<file path="config.mk">
export PLATFORM = sky130hd
export DESIGN_NAME = ccm_ctr_sched
export DESIGN_NICKNAME = d
export VERILOG_FILES = /design/src/rtl/ccm_pkg.sv /design/src/rtl/ccm_rr_arb2.sv /design/src/rtl/ccm_ctr_sched.sv
export SDC_FILE = /design/constraint.sdc
export NUM_CORES = 1
export LEC_CHECK = 0
export ABC_CLOCK_PERIOD_IN_PS = 2600
export CAP_MARGIN = 30
export CORE_AREA = 2 2 145 147
export CTS_BUF_LIST = sky130_fd_sc_hd__clkbuf_4 sky130_fd_sc_hd__clkbuf_8
export CTS_CLUSTER_DIAMETER = 50
export DETAILED_ROUTE_END_ITERATION = 16
export DIE_AREA = 0 0 147 149
export GPL_ROUTABILITY_DRIVEN = 0
export GPL_TIMING_DRIVEN = 0
export PLACE_DENSITY = 0.8
export SLEW_MARGIN = 0
export SYNTH_ARGS = -nofsm -noshare
export SYNTH_HDL_FRONTEND = slang
export SYNTH_HIERARCHICAL = 1
export SYNTH_SLANG_ARGS = --single-unit
</file>
<file path="constraint.sdc">
create_clock -name clk -period 2.6 [get_ports clk]
set_input_delay 0.39 -clock clk [delete_from_list [all_inputs] [get_ports clk]]
set_output_delay 0.39 -clock clk [all_outputs]
set_load 0.005 [all_outputs]
</file>
<file path="src/rtl/ccm_pkg.sv">
// Purpose : shared CCM scheduler definitions (state encoding, AES block size).
// Latency : n/a, types and constants only.
// Backpr. : n/a.
package ccm_pkg;

  // One AES block; the CTR datapath always emits a full block per drain.
  localparam int BLOCK_BYTES = 16;

  typedef enum logic [2:0] {
    ST_IDLE  = 3'd0,
    ST_CLEAR = 3'd1,
    ST_FEED  = 3'd2,
    ST_DRAIN = 3'd3,
    ST_DONE  = 3'd4
  } ccm_state_e;

endpackage

</file>
<file path="src/rtl/ccm_rr_arb2.sv">
// Purpose : two-way round-robin arbiter, pure combinational.
// Latency : 0 cycles, gnt follows req/last in the same cycle.
// Backpr. : none; the caller decides when a grant is taken.
// Ports   : req[1:0] requests, last = index granted last, gnt[1:0] one-hot grant.
module ccm_rr_arb2 (
  input  logic [1:0] req,
  input  logic       last,
  output logic [1:0] gnt
);

  always_comb begin
    gnt = req;
    // On a tie the requester that did not win last time goes first.
    if (req == 2'b11) begin
      gnt = last ? 2'b01 : 2'b10;
    end
  end

endmodule

</file>
<file path="src/rtl/ccm_ctr_sched.sv">
// Purpose : arbitrates two packet requesters and sequences one packet at a time
//           into the CCM CTR datapath: clear, feed 16-byte blocks, drain each block.
// Latency : grant is combinational in IDLE; ctr_clr one cycle after the grant;
//           ctr_input_en is combinational from s_valid while feeding.
// Backpr. : s_ready is high only in FEED; s_valid low stalls with no timeout.
// Ports   : req/len/nonce/flag per requester, gnt pulses; s_data/s_valid/s_ready
//           payload stream; ctr_* to/from the CTR datapath; busy, done, done_id status.
module ccm_ctr_sched
  import ccm_pkg::*;
#(
  parameter int WIDTH       = 8,
  parameter int WIDTH_NONCE = 100,
  parameter int WIDTH_FLAG  = 8
) (
  input  logic                   clk,
  input  logic                   reset,
  input  logic                   req0,
  input  logic                   req1,
  input  logic [WIDTH-1:0]       len0,
  input  logic [WIDTH-1:0]       len1,
  input  logic [WIDTH_NONCE-1:0] nonce0,
  input  logic [WIDTH_NONCE-1:0] nonce1,
  input  logic [WIDTH_FLAG-1:0]  flag0,
  input  logic [WIDTH_FLAG-1:0]  flag1,
  output logic                   gnt0,
  output logic                   gnt1,
  input  logic [WIDTH-1:0]       s_data,
  input  logic                   s_valid,
  output logic                   s_ready,
  output logic                   ctr_clr,
  output logic [WIDTH-1:0]       ctr_input_data,
  output logic                   ctr_input_en,
  output logic [WIDTH-1:0]       ctr_input_data_length,
  output logic [WIDTH_NONCE-1:0] ctr_nonce,
  output logic [WIDTH_FLAG-1:0]  ctr_flag,
  input  logic                   ctr_out_en,
  output logic                   busy,
  output logic                   done,
  output logic                   done_id
);

  localparam logic [3:0] BLK_LAST = 4'(BLOCK_BYTES - 1);

  ccm_state_e             state_q, state_d;
  logic                   last_q, last_d;
  logic                   hold_q, hold_d;
  logic                   id_q, id_d;
  logic [WIDTH-1:0]       len_q, len_d;
  logic [WIDTH-1:0]       bytes_left_q, bytes_left_d;
  logic [WIDTH_NONCE-1:0] nonce_q, nonce_d;
  logic [WIDTH_FLAG-1:0]  flag_q, flag_d;
  logic [3:0]             blk_cnt_q, blk_cnt_d;
  logic [3:0]             drain_cnt_q, drain_cnt_d;
  logic [1:0]             arb_gnt;
  logic                   arb_en;

  ccm_rr_arb2 u_arb (
    .req  ({req1, req0}),
    .last (last_q),
    .gnt  (arb_gnt)
  );

  // hold_q blanks arbitration for one IDLE cycle after DONE, and it resets
  // high so requests seen during or right at reset release never grant.
  assign arb_en = (state_q == ST_IDLE) && !hold_q;

  // State register
  always_ff @(posedge clk or negedge reset) begin
    if (!reset) begin
      state_q      <= ST_IDLE;
      last_q       <= 1'b1;
      hold_q       <= 1'b1;
      id_q         <= 1'b0;
      len_q        <= '0;
      bytes_left_q <= '0;
      nonce_q      <= '0;
      flag_q       <= '0;
      blk_cnt_q    <= '0;
      drain_cnt_q  <= '0;
    end else begin
      state_q      <= state_d;
      last_q       <= last_d;
      hold_q       <= hold_d;
      id_q         <= id_d;
      len_q        <= len_d;
      bytes_left_q <= bytes_left_d;
      nonce_q      <= nonce_d;
      flag_q       <= flag_d;
      blk_cnt_q    <= blk_cnt_d;
      drain_cnt_q  <= drain_cnt_d;
    end
  end

  // Next-state logic
  always_comb begin
    state_d      = state_q;
    last_d       = last_q;
    hold_d       = 1'b0;
    id_d         = id_q;
    len_d        = len_q;
    bytes_left_d = bytes_left_q;
    nonce_d      = nonce_q;
    flag_d       = flag_q;
    blk_cnt_d    = blk_cnt_q;
    drain_cnt_d  = drain_cnt_q;
    case (state_q)
      ST_IDLE: begin
        if (arb_en && (arb_gnt != 2'b00)) begin
          id_d         = arb_gnt[1];
          len_d        = arb_gnt[1] ? len1 : len0;
          bytes_left_d = arb_gnt[1] ? len1 : len0;
          nonce_d      = arb_gnt[1] ? nonce1 : nonce0;
          flag_d       = arb_gnt[1] ? flag1 : flag0;
          blk_cnt_d    = '0;
          drain_cnt_d  = '0;
          state_d      = ST_CLEAR;
        end
      end
      ST_CLEAR: begin
        state_d = (bytes_left_q == '0) ? ST_DONE : ST_FEED;
      end
      ST_FEED: begin
        if (s_valid) begin
          bytes_left_d = bytes_left_q - WIDTH'(1);
          blk_cnt_d    = blk_cnt_q + 4'd1;
          // Block boundary or final byte: hand the block to the datapath.
          if ((blk_cnt_q == BLK_LAST) || (bytes_left_q == WIDTH'(1))) begin
            state_d = ST_DRAIN;
          end
        end
      end
      ST_DRAIN: begin
        // A short last block still yields a full padded block of output.
        if (ctr_out_en) begin
          drain_cnt_d = drain_cnt_q + 4'd1;
          if (drain_cnt_q == BLK_LAST) begin
            blk_cnt_d   = '0;
            drain_cnt_d = '0;
            state_d     = (bytes_left_q != '0) ? ST_FEED : ST_DONE;
          end
        end
      end
      ST_DONE: begin
        last_d  = id_q;
        hold_d  = 1'b1;
        state_d = ST_IDLE;
      end
      default: state_d = ST_IDLE;
    endcase
  end

  // Outputs
  always_comb begin
    gnt0                  = arb_en & arb_gnt[0];
    gnt1                  = arb_en & arb_gnt[1];
    busy                  = (state_q != ST_IDLE);
    ctr_clr               = (state_q == ST_CLEAR);
    s_ready               = (state_q == ST_FEED);
    ctr_input_en          = (state_q == ST_FEED) & s_valid;
    ctr_input_data        = (state_q == ST_FEED) ? s_data : '0;
    ctr_input_data_length = len_q;
    ctr_nonce             = nonce_q;
    ctr_flag              = flag_q;
    done                  = (state_q == ST_DONE);
    done_id               = (state_q == ST_DONE) & id_q;
  end

endmodule

</file>
* Word level (Yosys, flattened, before mapping)
Cells that the tools add are included.
** Cells by class
- Bitwise logic cells :: 4
- Equal/unequal tests :: 13
- Mux-type cells :: 26
- Reductions and logical operators :: 17
- Add/sub/neg operators :: 3
** Operator list (number)
- 2-to-1 mux 100 bit :: 1
- 2-to-1 mux 8 bit :: 5
- 2-to-1 mux 4 bit :: 6
- 2-to-1 mux 3 bit :: 7
- case mux 8 bit (2 select lines) :: 1
- case mux 3 bit (4 select lines) :: 1
- case mux 4 bit (3 select lines) :: 1
- AND reduction 5 bit :: 2
- adder 4 x 1 -> 4 bit, second input constant :: 2
- equality test 4 bit, second input constant :: 2
- equality test 8 x 1 -> 1 bit, second input constant :: 1
- zero test 8 bit :: 1
- case mux 4 bit (2 select lines) :: 1
- nonzero test 8 bit :: 1
- subtractor 8 x 1 -> 8 bit, second input constant :: 1
- equality test 3 x 2 -> 1 bit, second input constant :: 2
- != test 2 bit, second input constant :: 3
- AND reduction 3 bit :: 2
- nonzero test 2 bit :: 3
- nonzero test 3 bit :: 2
- bitwise AND 1 bit :: 4
- 2-to-1 mux 2 bit :: 2
- != test 2 x 1 -> 1 bit, second input constant :: 2
- equality test 3 x 1 -> 1 bit, second input constant :: 1
- other kinds (8) :: 9
** Word-level totals
- Word-level logic and storage cells :: 73
- Output and inout port bits :: 132
- Input bits :: 246
- Register bits :: 138

* Longest topological paths before layout
- Word-level depth :: 6
- Gate-level depth with buffers :: 9
- Depth with buffers taken out :: 7

* Hierarchy
The synthesis kept the hierarchy.
** Modules (own cells, without submodules)
- ccm_ctr_sched :: instances 1, area each 6613.8 um^2, seq. area each 3455.8 um^2, cells each 655
- ccm_rr_arb2 :: instances 1, area each 18.8 um^2, seq. area each 0.0 um^2, cells each 3

* Least setup slack after synthesis
Ideal clock, no wire load.
- Path kind :: register to register
- Start :: reg last_q
- End :: reg blk_cnt_q[3]
- Setup time :: 0.069 ns
- Stages on the path, launching flop included :: 8
- Path buffers :: 0
- Data arrival time :: 1.843 ns
- Slack :: 0.689 ns
- Data required time :: 2.531 ns
- Period minus slack after synthesis :: 1.911 ns
- Path through :: dfstp_2 -> inv_1 -> a21boi_1 -> nor2_1 -> o31ai_1 -> a21oi_1 -> or4_1 -> nand3_1
** On the way
- Longest elaborated chain between the ends :: 6
** RTL lines
- from (decl) :: RTL line ccm_ctr_sched.sv:45 : logic last_q, last_d;
- from (signal assigned) :: RTL line ccm_ctr_sched.sv:82 : last_q <= last_d;
- 2-to-1 mux 2 bit :: RTL line ccm_rr_arb2.sv:15 : gnt = last ? 2'b01 : 2'b10;
- 2-to-1 mux 2 bit :: RTL line ccm_rr_arb2.sv:14 : if (req == 2'b11) begin
- net arb_gnt[0] :: RTL line ccm_ctr_sched.sv:54 : logic [1:0] arb_gnt;
- nonzero test 2 bit :: RTL line ccm_ctr_sched.sv:108 : if (arb_en && (arb_gnt != 2'b00)) begin
- logical AND 1 bit :: RTL line ccm_ctr_sched.sv:108
- != test 2 x 1 -> 1 bit (no source line)
- AND reduction 5 bit (no source line)
- to (signal assigned) :: RTL line ccm_ctr_sched.sv:89 : blk_cnt_q <= blk_cnt_d;
- to (decl) :: RTL line ccm_ctr_sched.sv:52 : logic [3:0] blk_cnt_q, blk_cnt_d;
The timed path passes the listed nets, and every way through them passes these cells.
A chain may end at the register's enable or synchronous reset.

* Worst setup path after layout
- Start :: in req1
- End :: out gnt1
** On the way
- Longest elaborated chain between the ends :: 3
** RTL lines
- from (decl) :: RTL line ccm_ctr_sched.sv:18 : input logic req1,
- equality test 2 bit :: RTL line ccm_rr_arb2.sv:14
- 2-to-1 mux 2 bit (*) :: RTL line ccm_rr_arb2.sv:14
- net arb_gnt[1] :: RTL line ccm_ctr_sched.sv:54
- bitwise AND 1 bit (*) :: RTL line ccm_ctr_sched.sv:155 : gnt1 = arb_en & arb_gnt[1];
- to (decl) :: RTL line ccm_ctr_sched.sv:26 : output logic gnt1,
The timed path passes the listed nets; every way through them passes the cells marked *.

==> flow_metrics.env <==
export IMPL_run_status="completed"
export IMPL_route_antenna_remaining_nets=0
export IMPL_synthesis_instances=658
export IMPL_power_mw=9.670
export IMPL_count_of_unresolved_drc_violations_after_routing=0
export IMPL_die_area_um2=21900
export IMPL_crit_path_top_delay_cell="clkdlybuf4s50_1"
export IMPL_irDropWorstVdd_uv=526.3
export IMPL_hold_end="bytes_left_q[6]"
export IMPL_firstDrtPassIters=5
export IMPL_fin_worst_hold_slack_ns=0.5053
export IMPL_synth_yosys_seq_area_share_pct=52.10
export IMPL_place_inst=1311
export IMPL_nNetsFinal=1310
export IMPL_synthMostInstantiatedCell="dfrtp_1"
export IMPL_power_density_nw_per_um2=862.5
export IMPL_port_buffers=377
export IMPL_holdCritPathClass="reg -> reg"
export IMPL_clockBufferDepth=2
export IMPL_grt_first_pass_wirelength_mm=37.31
export IMPL_min_period_ns=2.491
export IMPL_crit_path_cell_trace="clkdlybuf4s50_1 -> a21boi_1 -> buf_4 -> buf_6 -> and2_1 -> clkdlybuf4s50_1"
export IMPL_timing_fmax_mhz=401.4
export IMPL_setup_ws_ns=0.1088
export IMPL_synth_common_cells="dfrtp_1, nor2_1, a21oi_1, mux2i_1, buf_2"
export IMPL_clk_pin_slew_worst_paths_ns=0.07
export IMPL_clock_skew_ns=0.01426
export IMPL_reg2reg_slack_ns=0.29
export IMPL_hold_path_cell_count=1
export IMPL_reg2regPathDepth=7
export IMPL_actual_transition_at_the_worst_max_transition_pin_ns=0.8373
export IMPL_share_of_the_synthesized_area_in_the_top_cell_type_pct=51.31
export IMPL_routed_wl_mm=24.53
export IMPL_ys_seq_elements=138
export IMPL_final_number_of_hold_violating_endpoints=0
export IMPL_yosysWarningCount=6
export IMPL_worst_hold_startpoint="bytes_left_q[6]"
export IMPL_worst_path_max_stage_delay_ns=0.51
export IMPL_final_instance_count_excl_fill=1348
export IMPL_number_of_antenna_violations_at_the_first_check_in_global_routing=2
export IMPL_cellLeakagePower_nw=4.876
export IMPL_preCtsSetupSlack_ns=-0.7135
export IMPL_synth_main_ff_cell="dfrtp_1"
export IMPL_synth_area_leaders="dfrtp_1, mux2i_1, a21oi_1"
export IMPL_clock_insertion_delay_worst_skew_ns=0.44
export IMPL_detailedPlacementHpwl_mm=19.00
export IMPL_async_set_or_reset_flop_fraction_in_the_synthesized_netlist_pct=100.0
export IMPL_gr_total_overflow=0
export IMPL_grt_max_degree=73
export IMPL_core_region_area_um2=20560
export IMPL_pin_count=378
export IMPL_cts_tree="done"
export IMPL_cap_viol_max_count=0
export IMPL_arrival_worst_endpoint_ns=2.10
export IMPL_maxSlewHeadroom_pct=44.18
export IMPL_grt_pass1_vias=6665
export IMPL_final_max_slew_viol_count=0
export IMPL_synth_enable_flop_cells=0
export IMPL_criticalPathCategory="in -> out"
export IMPL_mappedNetlistNets=909
export IMPL_initial_cell_density_of_the_core_pct=32.26
export IMPL_post_synth_instance_area_um2=6633
export IMPL_synthDistinctLibCells=39
export IMPL_critical_r2r_launch="last_q"
export IMPL_timing_critical_path_to_type="primary output"
export IMPL_cts_inserted_buffers=17
export IMPL_detailedRoute_firstIterationViolations=285
export IMPL_die_h_um=149
export IMPL_terminus_of_the_critical_flop_to_flop_path="ctr_nonce[11]"
export IMPL_die_width_um=147
export IMPL_synthDominantAreaCellType="dfrtp_1"
export IMPL_critPathMostFrequentCell="clkdlybuf4s50_1"
export IMPL_worst_setup_path_start_kind="input pin"
export IMPL_area_growth_pct=69.04
export IMPL_setup_repair_after_global_routing_missed_its_margin="no"
export IMPL_num_vias=6471
export IMPL_clock_root_buffer="clkbuf_8"
export IMPL_final_min_period_over_clock_period_pct=95.81
export IMPL_cts_sinks=138
export IMPL_worstPathRequired_ns=2.21
export IMPL_critical_path_peak_fanout=10
export IMPL_grt_total_usage_pct=22.16
export IMPL_h_tree_level_count=4
export IMPL_synth_area_per_cell_um2=10.08
export IMPL_fraction_of_final_layout_cells_sized_beyond_drive_strength_1_pct=8.396
export IMPL_num_rows=53
export IMPL_setup_violations_final=0
export IMPL_viasPerCell=4.800
export IMPL_routed_wire_length_per_instance_um=18.20
-- metrics by stage --
stage / utilization (%) / cell area [µm²] / setup TNS [ns]
finish: 54.54 / 11210 / 0
global route: 54.54 / 11210 / 0
CTS: 54.42 / 11190 / 0
detailed placement: 52.43 / 10780 / -13.54
global placement: 52.29 / 10750 / -627.70
floorplan: - / 6633 / 0
-- worst max-delay path: cells and delay by family --
| kind | cells | cell delay [ns] |
|---|---|---|
| buffers and inverters | 4 | 1.34 |
| AOI/OAI and AO/OA | 1 | 0.20 |
| and+or+nand+nor | 1 | 0.18 |
-- how the worst max path moves through the flow --
stage               cells past startpoint        from       endpoint
floorplan                               7      last_q   blk_cnt_q[3]
global placement                        1       reset  ctr_nonce[28]
detailed placement                      6        req1           gnt1
CTS                                     8  state_q[2]   ctr_input_en
global route                            6        req1           gnt1
finish                                  6        req1           gnt1
-- state kept, by name, summed over array words and instances, names as in the netlist --
name	cells
ctr_flag	8
last_q	1
hold_q	1
state_q	3
ctr_input_data_length	8
ctr_nonce	100
drain_cnt_q	4
blk_cnt_q	4
bytes_left_q	8
id_q	1
-- cell families (layout without fill, tap and decap cells) --
| group | count (synthesis) | count (layout) | share of synthesized area, % |
|---|---|---|---|
| other | 0 | 1 | 0 |
| AOI/OAI and AO/OA | 157 | 157 | 12.70 |
| buffers and inverters | 54 | 468 | 4.226 |
| and+or+nand+nor | 184 | 184 | 11.88 |
| DFF | 138 | 138 | 52.10 |
| muxes | 120 | 120 | 18.15 |
| adders and majority gates | 5 | 5 | 0.9432 |
-- placed cells by master, fill, tap and decap left out, drive strengths merged, types with 13 or more instances in the layout --
cell,instances
nor2,127
inv,13
clkbuf,22
dfrtp,136
a21oi,120
buf,48
clkdlybuf4s50,375
mux2i,118
o21ai,19
nand2,20
-- per-layer routing --
metal  part of all wire, %  track usage (%)  wire [µm]  vias up
li1                      -                -          -     3095
met1                    39            26.15       9637     3104
met2                    52            39.39      12660      253
met3                   7.9            7.431       1934       19
met4                   1.2            4.904        296        0
met5                     0                0          0        -
-- area by class of cell --
cell class                 instances  area (µm²)
antenna                            1       2.502
buffer                            44       264.0
clock buffer                      20       262.8
clock inverter                    12       92.59
fill                            1834        9345
inverter                           9       33.78
multi-input combinational        466        2909
sequential                       138        3458
tap                              275       344.1
timing repair buffer             383        3845
-- power by group --
group | switching, mW | leakage (nW) | total, mW | internal [mW]
clock network | 0.916 | 0.173 | 1.63 | 0.717
logic | 1.61 | 3.17 | 4.24 | 2.62
registers | 0.645 | 1.53 | 3.80 | 3.15
-- timing repair --
action | in CTS | in global routing
setup endpoints to repair | 3 | 3
buffers inserted | 3 | 1
endpoints found under the hold margin | 66 | 0
hold buffers | 1 | 0
pin swaps | 0 | 1
gates resized for setup | 14 | 5
Note: power is estimated with default switching activity, not from simulation.
